**src/rtl/count_display_if.sv**
```systemverilog
`default_nettype none
// +-----------------------------------------------------------------------+
// | count_display_if : load/convert/display signal bundle  | rev 1.0      |
// +-----------------------------------------------------------------------+
interface count_display_if;
  logic [6:0]  count_in;
  logic        load;
  logic        busy;
  logic [11:0] bcd;
  logic [6:0]  seg;
  logic [2:0]  an;

  modport master (output count_in, load, input busy, bcd, seg, an);
  modport slave  (input count_in, load, output busy, bcd, seg, an);
endinterface
`default_nettype wire

```
**src/rtl/count_display.sv**
```systemverilog
`default_nettype none
// +-----------------------------------------------------------------------+
// | count_display : 7-bit binary to BCD, 3-digit multiplexed display      |
// | rev 1.0                                                               |
// +-----------------------------------------------------------------------+
module count_display #(
  parameter int REFRESH_DIV = 50000
) (
  input  wire logic     clk,
  input  wire logic     rst,
  count_display_if.slave bus
);

  localparam int PRESC_W = $clog2(REFRESH_DIV);
  localparam logic [0:0] S_IDLE    = 1'b0;
  localparam logic [0:0] S_CONVERT = 1'b1;
  localparam logic [2:0] c_last_step = 3'd6;

  logic [0:0]         r_state, w_next_state;
  logic [6:0]         r_bin;
  logic [11:0]        r_scratch;
  logic [2:0]         r_step;
  logic [11:0]        r_bcd;
  logic [PRESC_W-1:0] r_presc;
  logic [1:0]         r_digit;
  logic               w_busy, w_done;
  logic [11:0]        w_adj, w_shift;
  logic [3:0]         w_nibble;
  logic               w_blank;
  logic [6:0]         w_seg;
  logic [2:0]         w_an;

  function automatic logic [3:0] adj3(input logic [3:0] n);
    return (n >= 4'd5) ? n + 4'd3 : n;
  endfunction

  // FSM: state register
  always_ff @(posedge clk) begin
    if (!rst) r_state <= S_IDLE;
    else      r_state <= w_next_state;
  end

  // FSM: next state
  always_comb begin
    w_next_state = r_state;
    case (r_state)
      S_IDLE:    if (bus.load) w_next_state = S_CONVERT;
      S_CONVERT: if (w_done)   w_next_state = S_IDLE;
      default:   w_next_state = S_IDLE;
    endcase
  end

  // FSM: outputs
  always_comb begin
    w_busy = (r_state == S_CONVERT);
    w_done = w_busy && (r_step == c_last_step);
  end

  assign w_adj   = {adj3(r_scratch[11:8]), adj3(r_scratch[7:4]), adj3(r_scratch[3:0])};
  assign w_shift = {w_adj[10:0], r_bin[6]};

  always_ff @(posedge clk) begin
    if (!rst) begin
      r_bin     <= '0;
      r_scratch <= '0;
      r_step    <= '0;
      r_bcd     <= '0;
    end else if (r_state == S_IDLE) begin
      if (bus.load) begin
        r_bin     <= bus.count_in;
        r_scratch <= '0;
        r_step    <= '0;
      end
    end else begin
      r_scratch <= w_shift;
      r_bin     <= {r_bin[5:0], 1'b0};
      r_step    <= r_step + 3'd1;
      if (w_done) r_bcd <= w_shift;
    end
  end

  // Scan prescaler and digit index run independently of the converter
  always_ff @(posedge clk) begin
    if (!rst) begin
      r_presc <= '0;
      r_digit <= '0;
    end else if (r_presc == PRESC_W'(REFRESH_DIV - 1)) begin
      r_presc <= '0;
      r_digit <= (r_digit == 2'd2) ? 2'd0 : r_digit + 2'd1;
    end else begin
      r_presc <= r_presc + PRESC_W'(1);
    end
  end

  always_comb begin
    w_nibble = r_bcd[3:0];
    w_blank  = 1'b0;
    case (r_digit)
      2'd0: w_nibble = r_bcd[3:0];
      2'd1: begin
        w_nibble = r_bcd[7:4];
        w_blank  = (r_bcd[11:8] == 4'd0) && (r_bcd[7:4] == 4'd0);
      end
      2'd2: begin
        w_nibble = r_bcd[11:8];
        w_blank  = (r_bcd[11:8] == 4'd0);
      end
      default: w_blank = 1'b1;
    endcase

    case (w_nibble)
      4'd0:    w_seg = 7'b1000000;
      4'd1:    w_seg = 7'b1111001;
      4'd2:    w_seg = 7'b0100100;
      4'd3:    w_seg = 7'b0110000;
      4'd4:    w_seg = 7'b0011001;
      4'd5:    w_seg = 7'b0010010;
      4'd6:    w_seg = 7'b0000010;
      4'd7:    w_seg = 7'b1111000;
      4'd8:    w_seg = 7'b0000000;
      4'd9:    w_seg = 7'b0010000;
      default: w_seg = 7'b1111111;
    endcase

    w_an = ~(3'b001 << r_digit);
    if (w_blank) begin
      w_seg = 7'b1111111;
      w_an  = 3'b111;
    end
  end

  assign bus.busy = w_busy;
  assign bus.bcd  = r_bcd;
  assign bus.seg  = w_seg;
  assign bus.an   = w_an;

endmodule
`default_nettype wire
```
**src/flat_wrapper.sv**
```systemverilog
// flat-port wrapper written by rule: the top's interface ports become plain ports
module count_display_flat 
#(
  parameter int REFRESH_DIV = 50000
)
  (clk, rst, bus_count_in, bus_load, bus_busy, bus_bcd, bus_seg, bus_an);
  count_display_if bus_i ();
  input  wire logic clk;
  input  wire logic rst;
  input wire logic [$bits(bus_i.count_in)-1:0] bus_count_in;
  input wire logic [$bits(bus_i.load)-1:0] bus_load;
  output wire logic [$bits(bus_i.busy)-1:0] bus_busy;
  output wire logic [$bits(bus_i.bcd)-1:0] bus_bcd;
  output wire logic [$bits(bus_i.seg)-1:0] bus_seg;
  output wire logic [$bits(bus_i.an)-1:0] bus_an;
  assign bus_i.count_in = bus_count_in;
  assign bus_i.load = bus_load;
  assign bus_busy = bus_i.busy;
  assign bus_bcd = bus_i.bcd;
  assign bus_seg = bus_i.seg;
  assign bus_an = bus_i.an;
  count_display #(.REFRESH_DIV(REFRESH_DIV)) u_core (.clk(clk), .rst(rst), .bus(bus_i));
endmodule
```
**config.mk**
```make
export PLATFORM = sky130hd
export DESIGN_NAME = count_display_flat
export DESIGN_NICKNAME = d
export VERILOG_FILES = /design/src/rtl/count_display_if.sv /design/src/rtl/count_display.sv /design/src/flat_wrapper.sv
export SDC_FILE = /design/constraint.sdc
export NUM_CORES = 1
export LEC_CHECK = 0
export BUFFER_PORTS_ARGS = -buffer_cell sky130_fd_sc_hd__buf_2
export CORE_ASPECT_RATIO = 0.9
export CORE_MARGIN = 5
export CORE_UTILIZATION = 55
export CTS_CLUSTER_SIZE = 8
export DETAILED_ROUTE_END_ITERATION = 8
export PLACE_DENSITY = 0.73
export SYNTH_ARGS = -nofsm -noshare
export SYNTH_HDL_FRONTEND = slang
export SYNTH_SLANG_ARGS = --single-unit
```
**constraint.sdc**
```tcl
create_clock -name clk -period 2.7 [get_ports clk]
set_input_delay 0.54 -clock clk [delete_from_list [all_inputs] [get_ports clk]]
set_output_delay 0.54 -clock clk [all_outputs]
set_load 0.02 [all_outputs]
```
==> results of run 1 <==
-- where the power goes --
group	total (mW)	switching [mW]	internal, mW
registers	0.801	0.00887	0.792
logic	0.0787	0.0502	0.0285
clock network	0.532	0.253	0.279
-- layout make-up --
class,count,area [sq um],area share [%]
inverter,16,63.81,1.947
multi-input combinational,246,1699,51.83
sequential,53,1069,32.60
clock inverter,2,38.79,1.183
clock buffer,6,72.57,2.214
timing repair buffer,41,254.0,7.748
tap,65,81.33,2.481
-- state kept, by name, indices dropped and copies added, names as in the netlist --
name and cells:
u_core.r_presc 16, u_core.r_scratch 12, u_core.r_step 3, u_core.bus.busy 1, u_core.r_bin 7, u_core.bus.bcd 12, u_core.r_digit 2
-- cells by family after synthesis --
kind of cell	count (synthesis)	synth area share (%)
and+or+nand+nor	128	23.17
AOI/OAI and AO/OA	69	15.27
DFF	53	38.53
buffers and inverters	28	4.270
xor gates and xnor gates	18	5.725
adders and majority gates	18	8.178
muxes	13	4.861
-- worst max-delay path by stage --
stage / start / to / slack (ps) / depth (start not counted)
floorplan: u_core.r_digit[0]$_SDFFE_PN0N_ / bus_seg[1] / 230 / 8
global placement: u_core.r_digit[0]$_SDFFE_PN0N_ / bus_seg[3] / 170 / 8
detailed placement: u_core.r_digit[0]$_SDFFE_PN0N_ / bus_seg[3] / 130 / 8
CTS: u_core.r_digit[0]$_SDFFE_PN0N_ / bus_seg[3] / 3 / 8
global route: u_core.r_digit[0]$_SDFFE_PN0N_ / bus_seg[3] / -170 / 8
finish: u_core.r_digit[0]$_SDFFE_PN0N_ / bus_seg[3] / -70 / 8
-- critical path: cells and delay by family (launching register included) --
| kind | cells | cell delay [ps] |
|---|---|---|
| buffers and inverters | 3 | 460 |
| flip-flops | 1 | 380 |
| AO/OA/AOI/OAI | 3 | 560 |
| adder cells (fa/ha/maj) | 2 | 520 |
-- timing repair --
item,in CTS,in global routing
setup buffers,2,3
endpoints found under the setup margin,7,7
pin swaps,1,12
resized for setup,6,36
-- per-stage QoR --
| step | setup WS, ps | util [%] | total power, mW | setup TNS, ps |
|---|---|---|---|---|
| 2_1_floorplan | 230.9 | - | 0.8798 | 0 |
| 3_5_place_dp | 127.3 | 61.01 | 0.9008 | 0 |
| 4_1_cts | 3.308 | 64.02 | 1.432 | 0 |
| 3_3_place_gp | 168.8 | 61.01 | 0.8993 | 0 |
| 6_report | -70.85 | 67.39 | 1.412 | -90.86 |
| 5_1_grt | -168.5 | 67.39 | 1.483 | -548.2 |
-- layout by cell type, fill, tap and decap left out, types with 3 or more instances in the layout --
cell / netlist / final
sky130_fd_sc_hd__nand2b_1: 4 / 4
sky130_fd_sc_hd__o21ai_1: 3 / 4
sky130_fd_sc_hd__nand2_1: 19 / 19
sky130_fd_sc_hd__inv_1: 15 / 12
sky130_fd_sc_hd__a21oi_4: 0 / 3
sky130_fd_sc_hd__a21o_1: 3 / 3
sky130_fd_sc_hd__clkbuf_8: 0 / 5
sky130_fd_sc_hd__nand3_1: 9 / 9
sky130_fd_sc_hd__a22oi_2: 0 / 4
sky130_fd_sc_hd__o21a_1: 5 / 5
sky130_fd_sc_hd__ha_4: 0 / 5
sky130_fd_sc_hd__buf_4: 0 / 12
sky130_fd_sc_hd__nor2_1: 54 / 53
sky130_fd_sc_hd__buf_6: 1 / 3
sky130_fd_sc_hd__nor3_2: 3 / 3
sky130_fd_sc_hd__xnor2_1: 14 / 13
sky130_fd_sc_hd__o21ai_0: 16 / 14
sky130_fd_sc_hd__buf_2: 4 / 26
sky130_fd_sc_hd__dfxtp_1: 53 / 51
sky130_fd_sc_hd__xor2_1: 4 / 4
sky130_fd_sc_hd__mux2i_1: 10 / 10
sky130_fd_sc_hd__mux2_2: 3 / 3
sky130_fd_sc_hd__nor3b_1: 9 / 9
sky130_fd_sc_hd__nor3_1: 12 / 12
sky130_fd_sc_hd__ha_1: 18 / 12
sky130_fd_sc_hd__a22o_1: 4 / 4
sky130_fd_sc_hd__a21oi_1: 25 / 25
sky130_fd_sc_hd__and3_1: 3 / 3
-- layer usage --
layer  global-route usage, %  share of wire [%]  vias up
li1                        -                  -     1190
met1                   22.86                 49     1082
met2                   27.78                 46       45
met3                   4.180                4.4        8
met4                   3.797                1.0        0
met5                       0                  0        -
==> results.rst, run 1 <==
.. list-table::
   :header-rows: 1

   * - Metric
     - Value
   * - Placed Area
     - 2968 sq um
   * - Endpoint required time on the critical path
     - 2160 ps
   * - Count of fill cells added during filler insertion
     - 411
   * - Maximum clock frequency
     - 360.9 MHz
   * - Max-slew violation total from the final report
     - 0
   * - Endpoint of the worst hold path
     - u_core.r_presc[0]$_SDFF_PP0_
   * - Post-route clock period utilization
     - 102.6%
   * - Post-synth top area cell
     - sky130_fd_sc_hd__dfxtp_1
   * - Min cycle time layout
     - 2771 ps
   * - Final instance count without filler cells
     - 429
   * - P per Cell Area
     - 430.6 nW/um^2
   * - Final Cell Area
     - 3278 sq um
   * - Static Leak
     - 1.282 nW
   * - Class of the tightest hold or removal check
     - flop to flop
   * - Number of distinct library cells after synthesis
     - 42
   * - GR Overflow Total
     - 0
   * - CP cell instances
     - clkinvlp_4 -> ha_4 -> buf_6 -> a21oi_4 -> ha_4 -> o21ai_1 -> o211ai_1 -> buf_4
   * - Reg2Reg Depth
     - 7
   * - Worst hold slack
     - 460.9 ps
   * - Length of the first detailed-routing pass in iterations
     - 5
   * - Number of antenna violations at the first check in global routing
     - 0
   * - Die area
     - 6524 sq um
   * - # rows
     - 24
   * - DRC Markers
     - 0
   * - Violated checks
     - negative setup slack
   * - Routed via count
     - 2325
   * - Total of flip-flops plus latches after synthesis
     - 53
   * - Setup crit end kind
     - primary output
   * - Cell area after technology mapping
     - 2754 sq um
   * - Slowest cell on crit path
     - sky130_fd_sc_hd__dfxtp_4
   * - Post-route antenna net violation count
     - 0
   * - Post-synthesis cell count
     - 327
   * - Overall global routing resource usage
     - 17.08%
   * - Total Wirelength
     - 5.865 mm
   * - Area growth from synthesis to layout
     - 19.04%
   * - Count leader, synth
     - sky130_fd_sc_hd__nor2_1
   * - Portion of the post-synthesis area used by sequential elements
     - 38.53%
   * - H-tree lvl count
     - 2
   * - Final-report setup violation count
     - 2
   * - Type of the worst setup path
     - flop to primary output
   * - Dpl hpwl
     - 3.993 mm
   * - RSZ-0062 raised after global routing
     - yes
   * - Outcome
     - complete, but fails checks
   * - Initial DRC count
     - 78
   * - Crit-path most repeated cell
     - sky130_fd_sc_hd__ha_4
   * - CTS tree
     - yes
   * - Number of warnings reported in the yosys synthesis log
     - 0
   * - Async SR Flop Fraction
     - 0%
   * - Chip Height
     - 77.13 microns
   * - Core ar.
     - 4865 sq um
   * - Worst Hold Path Cells
     - 1
   * - Post-layout net count
     - 391
   * - Max capacitance violation total
     - 0
   * - Initial standard-cell utilization of the core
     - 56.61%
   * - Cell types with the largest area share after synthesis
     - sky130_fd_sc_hd__dfxtp_1 (39%), sky130_fd_sc_hd__ha_1 (8.2%), sky130_fd_sc_hd__nor2_1 (7.4%), sky130_fd_sc_hd__a21oi_1 (4.5%), sky130_fd_sc_hd__xnor2_1 (4.5%)
   * - Final worst clock skew
     - 11.50 ps
   * - Clock tree buffer depth
     - 2
   * - Fraction of final layout cells sized beyond drive strength 1
     - 22.53%
   * - Syn avg cell area
     - 8.422 sq um
   * - Number of synthesized flops with an enable pin
     - 0
   * - Per-cell via count in the routed design
     - 5.420
   * - Final antenna diode count
     - 0
   * - Num CTS Buffers
     - 5
   * - Clock slew at the register clock pins of the worst setup and hold paths
     - 90 ps
   * - Top cells by count, synth
     - sky130_fd_sc_hd__nor2_1 (54), sky130_fd_sc_hd__dfxtp_1 (53), sky130_fd_sc_hd__a21oi_1 (25)
   * - Maximum fanout along the worst path
     - 6
   * - Largest net degree at the start of global routing
     - 24
   * - Post-detailed-route wirelength per cell
     - 13.67 microns
   * - DIE WIDTH
     - 84.59 microns
   * - Worst Setup Start Kind
     - flop
   * - Arrival @ worst endpoint
     - 2230 ps
   * - Cell at the root of the clock tree
     - sky130_fd_sc_hd__clkbuf_8
   * - I/O Buffers
     - 32
   * - Launch point of the worst reg-to-reg path
     - u_core.r_scratch[5]$_SDFFE_PN0P_
   * - Via count of the first global-routing pass
     - 2017
   * - Count of boundary I/O pins
     - 33
   * - Wire length of the first global-routing pass
     - 9.356 mm
   * - Worst-case vdd ir drop
     - 0.4304 mV
   * - Hold wc startpoint
     - u_core.r_presc[0]$_SDFF_PP0_
   * - Worst relative slew slack
     - 70.44%
   * - Synth top area share
     - 38.53%
   * - Quantity of hold-fixing buffers added after cts
     - 0
   * - Sinks on Clock Net
     - 53
   * - Worst path setup slack after routing
     - -70.85 ps
   * - Final weighted congestion in routability-driven placement
     - 0.7876
   * - Most used DFF post-synth
     - sky130_fd_sc_hd__dfxtp_1
   * - Worst Tran Pin Value
     - 443.3 ps
   * - Worst-skew pair later-pin latency
     - 300 ps
   * - Synthesized Nets
     - 355
   * - Instance count after placement with tap cells included
     - 416
   * - Crit Reg-Reg Endpoint
     - u_core.r_scratch[6]$_SDFFE_PN0P_
   * - Worst reg-to-reg setup slack
     - 1020 ps
   * - Final number of hold-violating endpoints
     - 0
   * - Slowest stage delay, CP
     - 380 ps
No activity file was read; power rests on OpenSTA's default activity.
==> inputs of run 2 (changes only) <==
Settings changed: BUFFER_PORTS_ARGS -buffer_cell sky130_fd_sc_hd__buf_2 to unset, DONT_BUFFER_PORTS set to 1, GPL_ROUTABILITY_DRIVEN set to 0, PLACE_DENSITY 0.73 to 0.67.
==> run 2 against run 1 <==
Against the previous run:
- the flow now finishes without violations
- via count fell by 5.6%
- clock power rose by 4.1%
- register-to-register slack got worse by 30 ps
- sequential power rose by 0.5%
- core utilization fell by 4.9 points
- first-iteration DRC count rose by 51%
- flip-flop and latch count did not move
- global-route usage rose by 1.1 points
- critical path depth did not move
- die area did not move
- combinational power fell by 22%
- critical endpoint is now bus_seg[1]
- highest routed layer unchanged
==> results.rst, run 2 (synthesis gave the netlist of run 1 again) <==
.. list-table::
   :header-rows: 1

   * - Metric
     - Value
   * - Type of the worst setup path
     - flop to primary output
   * - Maximum fanout along the worst path
     - 6
   * - Total Wirelength
     - 5.718 mm
   * - Most frequent cells in the layout
     - sky130_fd_sc_hd__nor2_1 (53), sky130_fd_sc_hd__dfxtp_1 (51), sky130_fd_sc_hd__a21oi_1 (25)
   * - Internal power contribution
     - 1.118 mW
   * - CTS tree
     - yes
   * - Switching share of power
     - 21.26%
   * - Gate power share
     - 4.3%
   * - Via count of the first global-routing pass
     - 2092
   * - Overall global routing resource usage
     - 18.17%
   * - Length of the first detailed-routing pass in iterations
     - 4
   * - Worst-skew pair later-pin latency
     - 310 ps
   * - Worst Tran Pin Value
     - 470.0 ps
   * - Worst Hold Path Cells
     - 1
   * - Outcome
     - complete, no violations
   * - H-tree lvl count
     - 2
   * - P per Cell Area
     - 467.0 nW/um^2
   * - Max-slew violation total from the final report
     - 0
   * - Setup crit end kind
     - primary output
   * - Post-route antenna net violation count
     - 0
   * - Routing usage on met3
     - 5.145%
   * - Cell at the root of the clock tree
     - sky130_fd_sc_hd__clkbuf_8
   * - Die area
     - 6524 sq um
   * - Post-layout net count
     - 358
   * - Final instance count without filler cells
     - 396
   * - Dpl hpwl
     - 4.133 mm
   * - Class of the tightest hold or removal check
     - input pin to flop
   * - Instance count after placement with tap cells included
     - 386
   * - Crit Reg-Reg Endpoint
     - u_core.r_presc[13]$_SDFF_PP0_
   * - Launch point of the worst reg-to-reg path
     - u_core.r_presc[0]$_SDFF_PP0_
   * - Sinks on Clock Net
     - 53
   * - Count of boundary I/O pins
     - 33
   * - Dpl ws
     - 85.11 ps
   * - DIE WIDTH
     - 84.59 microns
   * - Fraction of final layout cells sized beyond drive strength 1
     - 12.69%
   * - Area growth from synthesis to layout
     - 10.40%
   * - Post-route total power
     - 1.420 mW
   * - Largest net degree at the start of global routing
     - 19
   * - Endpoint required time on the critical path
     - 2160 ps
   * - Worst Setup Start Kind
     - flop
   * - RSZ-0062 raised after global routing
     - yes
   * - Grt met1 use
     - 24.51%
   * - Layer with the highest usage after global routing
     - met2
   * - Post-detailed-route wirelength per cell
     - 14.44 microns
   * - Final worst clock skew
     - 12.22 ps
   * - Core ar.
     - 4865 sq um
   * - Hold wc startpoint
     - rst
   * - Reg2Reg Depth
     - 6
   * - Flop pwr share
     - 56.7%
   * - Quantity of hold-fixing buffers added after cts
     - 0
   * - Fraction of power consumed by the clock network
     - 39.0%
   * - Final Cell Area
     - 3040 sq um
   * - Min cycle time layout
     - 2585 ps
   * - Worst relative slew slack
     - 68.53%
   * - Final number of hold-violating endpoints
     - 0
   * - Most flops, register
     - u_core.r_presc
   * - Clock slew at the register clock pins of the worst setup and hold paths
     - 90 ps
   * - Per-cell via count in the routed design
     - 5.543
   * - Worst path setup slack after routing
     - 115.0 ps
   * - Post-route clock period utilization
     - 95.74%
   * - Initial DRC count
     - 118
   * - Most common cell after layout, fill and taps aside
     - sky130_fd_sc_hd__nor2_1
   * - Initial standard-cell utilization of the core
     - 56.61%
   * - Wire length of the first global-routing pass
     - 9.908 mm
   * - Count of fill cells added during filler insertion
     - 437
   * - GR Layer Usage met2
     - 28.25%
   * - Chip Height
     - 77.13 microns
   * - Worst reg-to-reg setup slack
     - 990 ps
   * - Clock tree buffer depth
     - 2
   * - Routed via count
     - 2195
   * - Arrival @ worst endpoint
     - 2040 ps
   * - Endpoint of the worst hold path
     - u_core.r_scratch[2]$_SDFFE_PN0P_
   * - Worst-case vdd ir drop
     - 0.2498 mV
   * - Final-report setup violation count
     - 0
   * - Final antenna diode count
     - 0
   * - GR Overflow Total
     - 0
   * - Switching power
     - 0.3018 mW
   * - Static Leak
     - 1.126 nW
   * - Number of antenna violations at the first check in global routing
     - 0
   * - Flip-flop count of the largest register after layout
     - 16
   * - # rows
     - 24
   * - Summed negative setup slack over all endpoints
     - 0 ps
   * - DRC Markers
     - 0
   * - Max capacitance violation total
     - 0
   * - Placed Area
     - 2823 sq um
   * - Maximum clock frequency
     - 386.8 MHz
   * - Num CTS Buffers
     - 5
   * - I/O Buffers
     - 0
run 2: cell types whose count changed in the layout (fill, tap and decap cells not counted), sizes merged:
cell      delta
clkinvlp     -1
buf         -33
clkinv       -1
clkbuf       +1
inv          +1
run 2: cell type report:
class / count / area [sq um] / area share (%)
Multi-Input combinational cell: 246 / 1645 / 54.12
Sequential cell: 53 / 1069 / 35.14
Clock buffer: 7 / 86.33 / 2.840
Tap cell: 65 / 81.33 / 2.675
Inverter: 16 / 65.06 / 2.140
Timing Repair Buffer: 8 / 63.81 / 2.099
Clock inverter: 1 / 30.03 / 0.9877
run 2: power by group through the flow:
stage,clock (mW),combinational [mW],sequential [mW]
global route,0.605,0.0702,0.807
finish,0.554,0.0617,0.805
global placement,0,0.0611,0.825
floorplan,0,0.0593,0.820
CTS,0.569,0.0622,0.806
detailed placement,0,0.0621,0.825
run 2: worst max-delay path by stage:
stage | from | endpoint | slack, ps
3_3_place_gp | u_core.r_digit[0]$_SDFFE_PN0N_ | bus_seg[3] | 190
4_1_cts | u_core.r_digit[1]$_SDFFE_PN0N_ | bus_seg[3] | 20
6_report | u_core.r_digit[1]$_SDFFE_PN0N_ | bus_seg[1] | 120
2_1_floorplan | u_core.r_digit[0]$_SDFFE_PN0N_ | bus_seg[1] | 230
5_1_grt | u_core.r_digit[1]$_SDFFE_PN0N_ | bus_seg[0] | -4
3_5_place_dp | u_core.r_digit[0]$_SDFFE_PN0N_ | bus_seg[3] | 90
run 2: worst max-delay path: stages (launching register included):
cell and delay, ps:
sky130_fd_sc_hd__dfxtp_4 390, sky130_fd_sc_hd__inv_4 60, sky130_fd_sc_hd__ha_4 310, sky130_fd_sc_hd__buf_6 120, sky130_fd_sc_hd__a21o_1 230, sky130_fd_sc_hd__ha_4 230, sky130_fd_sc_hd__and2_1 130, sky130_fd_sc_hd__o21ai_1 120
sky130_fd_sc_hd__buf_4 150
run 2: routing by layer:
| metal | share of wire, % | vias to the layer above |
|---|---|---|
| met4 | 1.6 | 0 |
| met2 | 44 | 32 |
| met1 | 49 | 1029 |
| met5 | 0 | - |
| li1 | - | 1125 |
| met3 | 5.4 | 9 |
run 2: stage by stage:
| step | util [%] | hold slack, ps |
|---|---|---|
| final | 62.50 | 343.9 |
| after global routing | 62.50 | 327.1 |
| after CTS | 61.45 | 336.1 |
| after detailed placement | 58.02 | 436.8 |
| after global placement | 58.02 | 428.1 |
| after floorplan | - | 410.7 |
run 2: what timing repair did:
item | CTS | global route
gates resized for setup | 11 | 12
pin swaps | 4 | 5
endpoints found under the setup margin | 7 | 5
cloned | 0 | 0
buffers inserted | 1 | 1
==> inputs of run 3 (changes only) <==
Settings changed: CAP_MARGIN set to 0, CORE_UTILIZATION 55 to 60, PLACE_DENSITY 0.67 to 0.73.
==> run 3 against run 2 <==
Against the previous run:
- the run now ends with negative setup slack left
- final cell count is 1.3% higher
- wire length is 1.6% higher
- flip-flop and latch count stayed put
- non-clock buffer count is 8 higher
- critical path type unchanged
- highest routed layer unchanged
==> results.rst, run 3 (synthesis gave the netlist of run 1 again) <==
.. list-table::
   :header-rows: 1

   * - Metric
     - Value
   * - Setup crit end kind
     - primary output
   * - Fraction of final layout cells sized beyond drive strength 1
     - 17.11%
   * - Most frequent cells in the layout
     - sky130_fd_sc_hd__nor2_1 (53), sky130_fd_sc_hd__dfxtp_1 (51), sky130_fd_sc_hd__a21oi_1 (25)
   * - Crit Reg-Reg Endpoint
     - u_core.r_scratch[2]$_SDFFE_PN0P_
   * - Flip-flop count of the largest register after layout
     - 16
   * - Post-route total power
     - 1.301 mW
   * - Endpoint of the worst hold path
     - u_core.r_scratch[8]$_SDFFE_PN0P_
   * - Static Leak
     - 1.145 nW
   * - Length of the first detailed-routing pass in iterations
     - 4
   * - Class of the tightest hold or removal check
     - input pin to flop
   * - Overall global routing resource usage
     - 19.81%
   * - Via count of the first global-routing pass
     - 2026
   * - Worst Setup Start Kind
     - flop
   * - Reg2Reg Depth
     - 7
   * - Layer with the highest usage after global routing
     - met2
   * - GR Overflow Total
     - 0
   * - Launch point of the worst reg-to-reg path
     - u_core.r_scratch[0]$_SDFFE_PN0P_
   * - # rows
     - 23
   * - Quantity of hold-fixing buffers added after cts
     - 0
   * - P per Cell Area
     - 416.8 nW/um^2
   * - Largest net degree at the start of global routing
     - 23
   * - Worst Tran Pin Value
     - 489.2 ps
   * - CTS tree
     - yes
   * - Post-layout net count
     - 366
   * - Most common cell after layout, fill and taps aside
     - sky130_fd_sc_hd__nor2_1
   * - Core utilization of the finished layout
     - 69.99%
   * - Hold wc startpoint
     - rst
   * - Dpl ws
     - 126.1 ps
   * - Final number of hold-violating endpoints
     - 0
   * - Routing usage on met3
     - 4.600%
   * - Worst Hold Path Cells
     - 1
   * - Post-detailed-route wirelength per cell
     - 14.48 microns
   * - Final antenna diode count
     - 0
   * - Post-route antenna net violation count
     - 0
   * - Initial DRC count
     - 115
   * - Routed via count
     - 2233
   * - Type of the worst setup path
     - flop to primary output
   * - Min cycle time layout
     - 2706 ps
   * - I/O Buffers
     - 0
   * - Area growth from synthesis to layout
     - 13.36%
   * - Num CTS Buffers
     - 5
   * - DIE WIDTH
     - 81.41 microns
   * - Total Wirelength
     - 5.808 mm
   * - Maximum clock frequency
     - 369.6 MHz
   * - Grt met1 use
     - 27.97%
   * - Wire length of the first global-routing pass
     - 9.432 mm
   * - Endpoint required time on the critical path
     - 2160 ps
   * - Worst hold slack
     - 351.8 ps
   * - Worst reg-to-reg setup slack
     - 1000 ps
   * - GR Layer Usage met2
     - 30.56%
   * - Violated checks
     - negative setup slack
   * - Max-slew violation total from the final report
     - 0
   * - Worst path setup slack after routing
     - -5.554 ps
   * - Per-cell via count in the routed design
     - 5.569
   * - Final-report setup violation count
     - 1
   * - Number of antenna violations at the first check in global routing
     - 0
   * - Arrival @ worst endpoint
     - 2170 ps
   * - Count of boundary I/O pins
     - 33
   * - Max capacitance violation total
     - 0
   * - Clock slew at the register clock pins of the worst setup and hold paths
     - 90 ps
   * - Cell at the root of the clock tree
     - sky130_fd_sc_hd__clkbuf_8
   * - RSZ-0062 raised after global routing
     - yes
   * - Core ar.
     - 4461 sq um
   * - Worst-skew pair later-pin latency
     - 300 ps
   * - Post-route clock period utilization
     - 100.2%
   * - Initial standard-cell utilization of the core
     - 61.74%
   * - Die area
     - 6046 sq um
   * - Chip Height
     - 74.27 microns
   * - Most flops, register
     - u_core.r_presc
   * - H-tree lvl count
     - 2
   * - Outcome
     - complete, but fails checks
   * - Worst-case vdd ir drop
     - 0.3285 mV
   * - Maximum fanout along the worst path
     - 6
   * - Dpl hpwl
     - 3.938 mm
   * - Clock tree buffer depth
     - 2
   * - Final worst clock skew
     - 4.663 ps
   * - Sinks on Clock Net
     - 53
   * - Worst relative slew slack
     - 67.24%
   * - DRC Markers
     - 0
==> run 3: cell type report <==
class	instances	area [sq um]
inverter	16	63.81
tap	62	77.57
multi-input combinational	246	1695
timing repair buffer	16	131.4
sequential	53	1066
clock inverter	2	15.01
clock buffer	6	72.57
fill	354	1339
==> run 3: how the worst max path moves through the flow <==
stage                              startpoint         end  slack [ps]
2_1_floorplan  u_core.r_digit[0]$_SDFFE_PN0N_  bus_seg[1]         230
3_3_place_gp   u_core.r_digit[0]$_SDFFE_PN0N_  bus_seg[3]         190
3_5_place_dp   u_core.r_digit[0]$_SDFFE_PN0N_  bus_seg[1]         130
4_1_cts        u_core.r_digit[0]$_SDFFE_PN0N_  bus_seg[1]           6
5_1_grt        u_core.r_digit[0]$_SDFFE_PN0N_  bus_seg[0]         -80
6_report       u_core.r_digit[0]$_SDFFE_PN0N_  bus_seg[0]          -6
==> run 3: power breakdown <==
group          internal (mW)  leakage, nW  switching, mW
Clock                  0.183       0.0374          0.251
Combinational         0.0238        0.678         0.0413
Sequential             0.793        0.430        0.00888
Total                   1.00         1.15          0.301
==> run 3: metal layers <==
layer | vias to the layer above | share of wire, % | wire [microns]
met5 | - | 0 | 0
met4 | 0 | 1.0 | 59
met3 | 7 | 5.6 | 328
met2 | 48 | 43 | 2486
met1 | 1038 | 51 | 2934
li1 | 1140 | - | -
==> run 3: through the flow <==
stage | instances | setup TNS (ps) | instance area [sq um]
detailed placement | 386 | 0 | 2841
global route | 401 | -226.2 | 3122
finish | 401 | -5.554 | 3122
CTS | 396 | 0 | 2963
floorplan | 327 | 0 | 2754
global placement | 386 | 0 | 2841
==> run 3: critical path, stage by stage (launching register included) <==
cell and delay [ps]:
sky130_fd_sc_hd__dfxtp_4 380, sky130_fd_sc_hd__clkinvlp_4 140, sky130_fd_sc_hd__ha_4 270, sky130_fd_sc_hd__buf_6 150, sky130_fd_sc_hd__a21oi_4 240, sky130_fd_sc_hd__buf_6 140
sky130_fd_sc_hd__inv_1 40, sky130_fd_sc_hd__ha_2 150, sky130_fd_sc_hd__o21ai_1 130, sky130_fd_sc_hd__o211ai_1 230
==> run 3: what timing repair did <==
action                                  4_1_cts  5_1_grt
pin swaps                                     1       13
buffers inserted                              2        5
endpoints found under the hold margin         0        0
endpoints found under the setup margin        7        7
gates resized for setup                       5       31
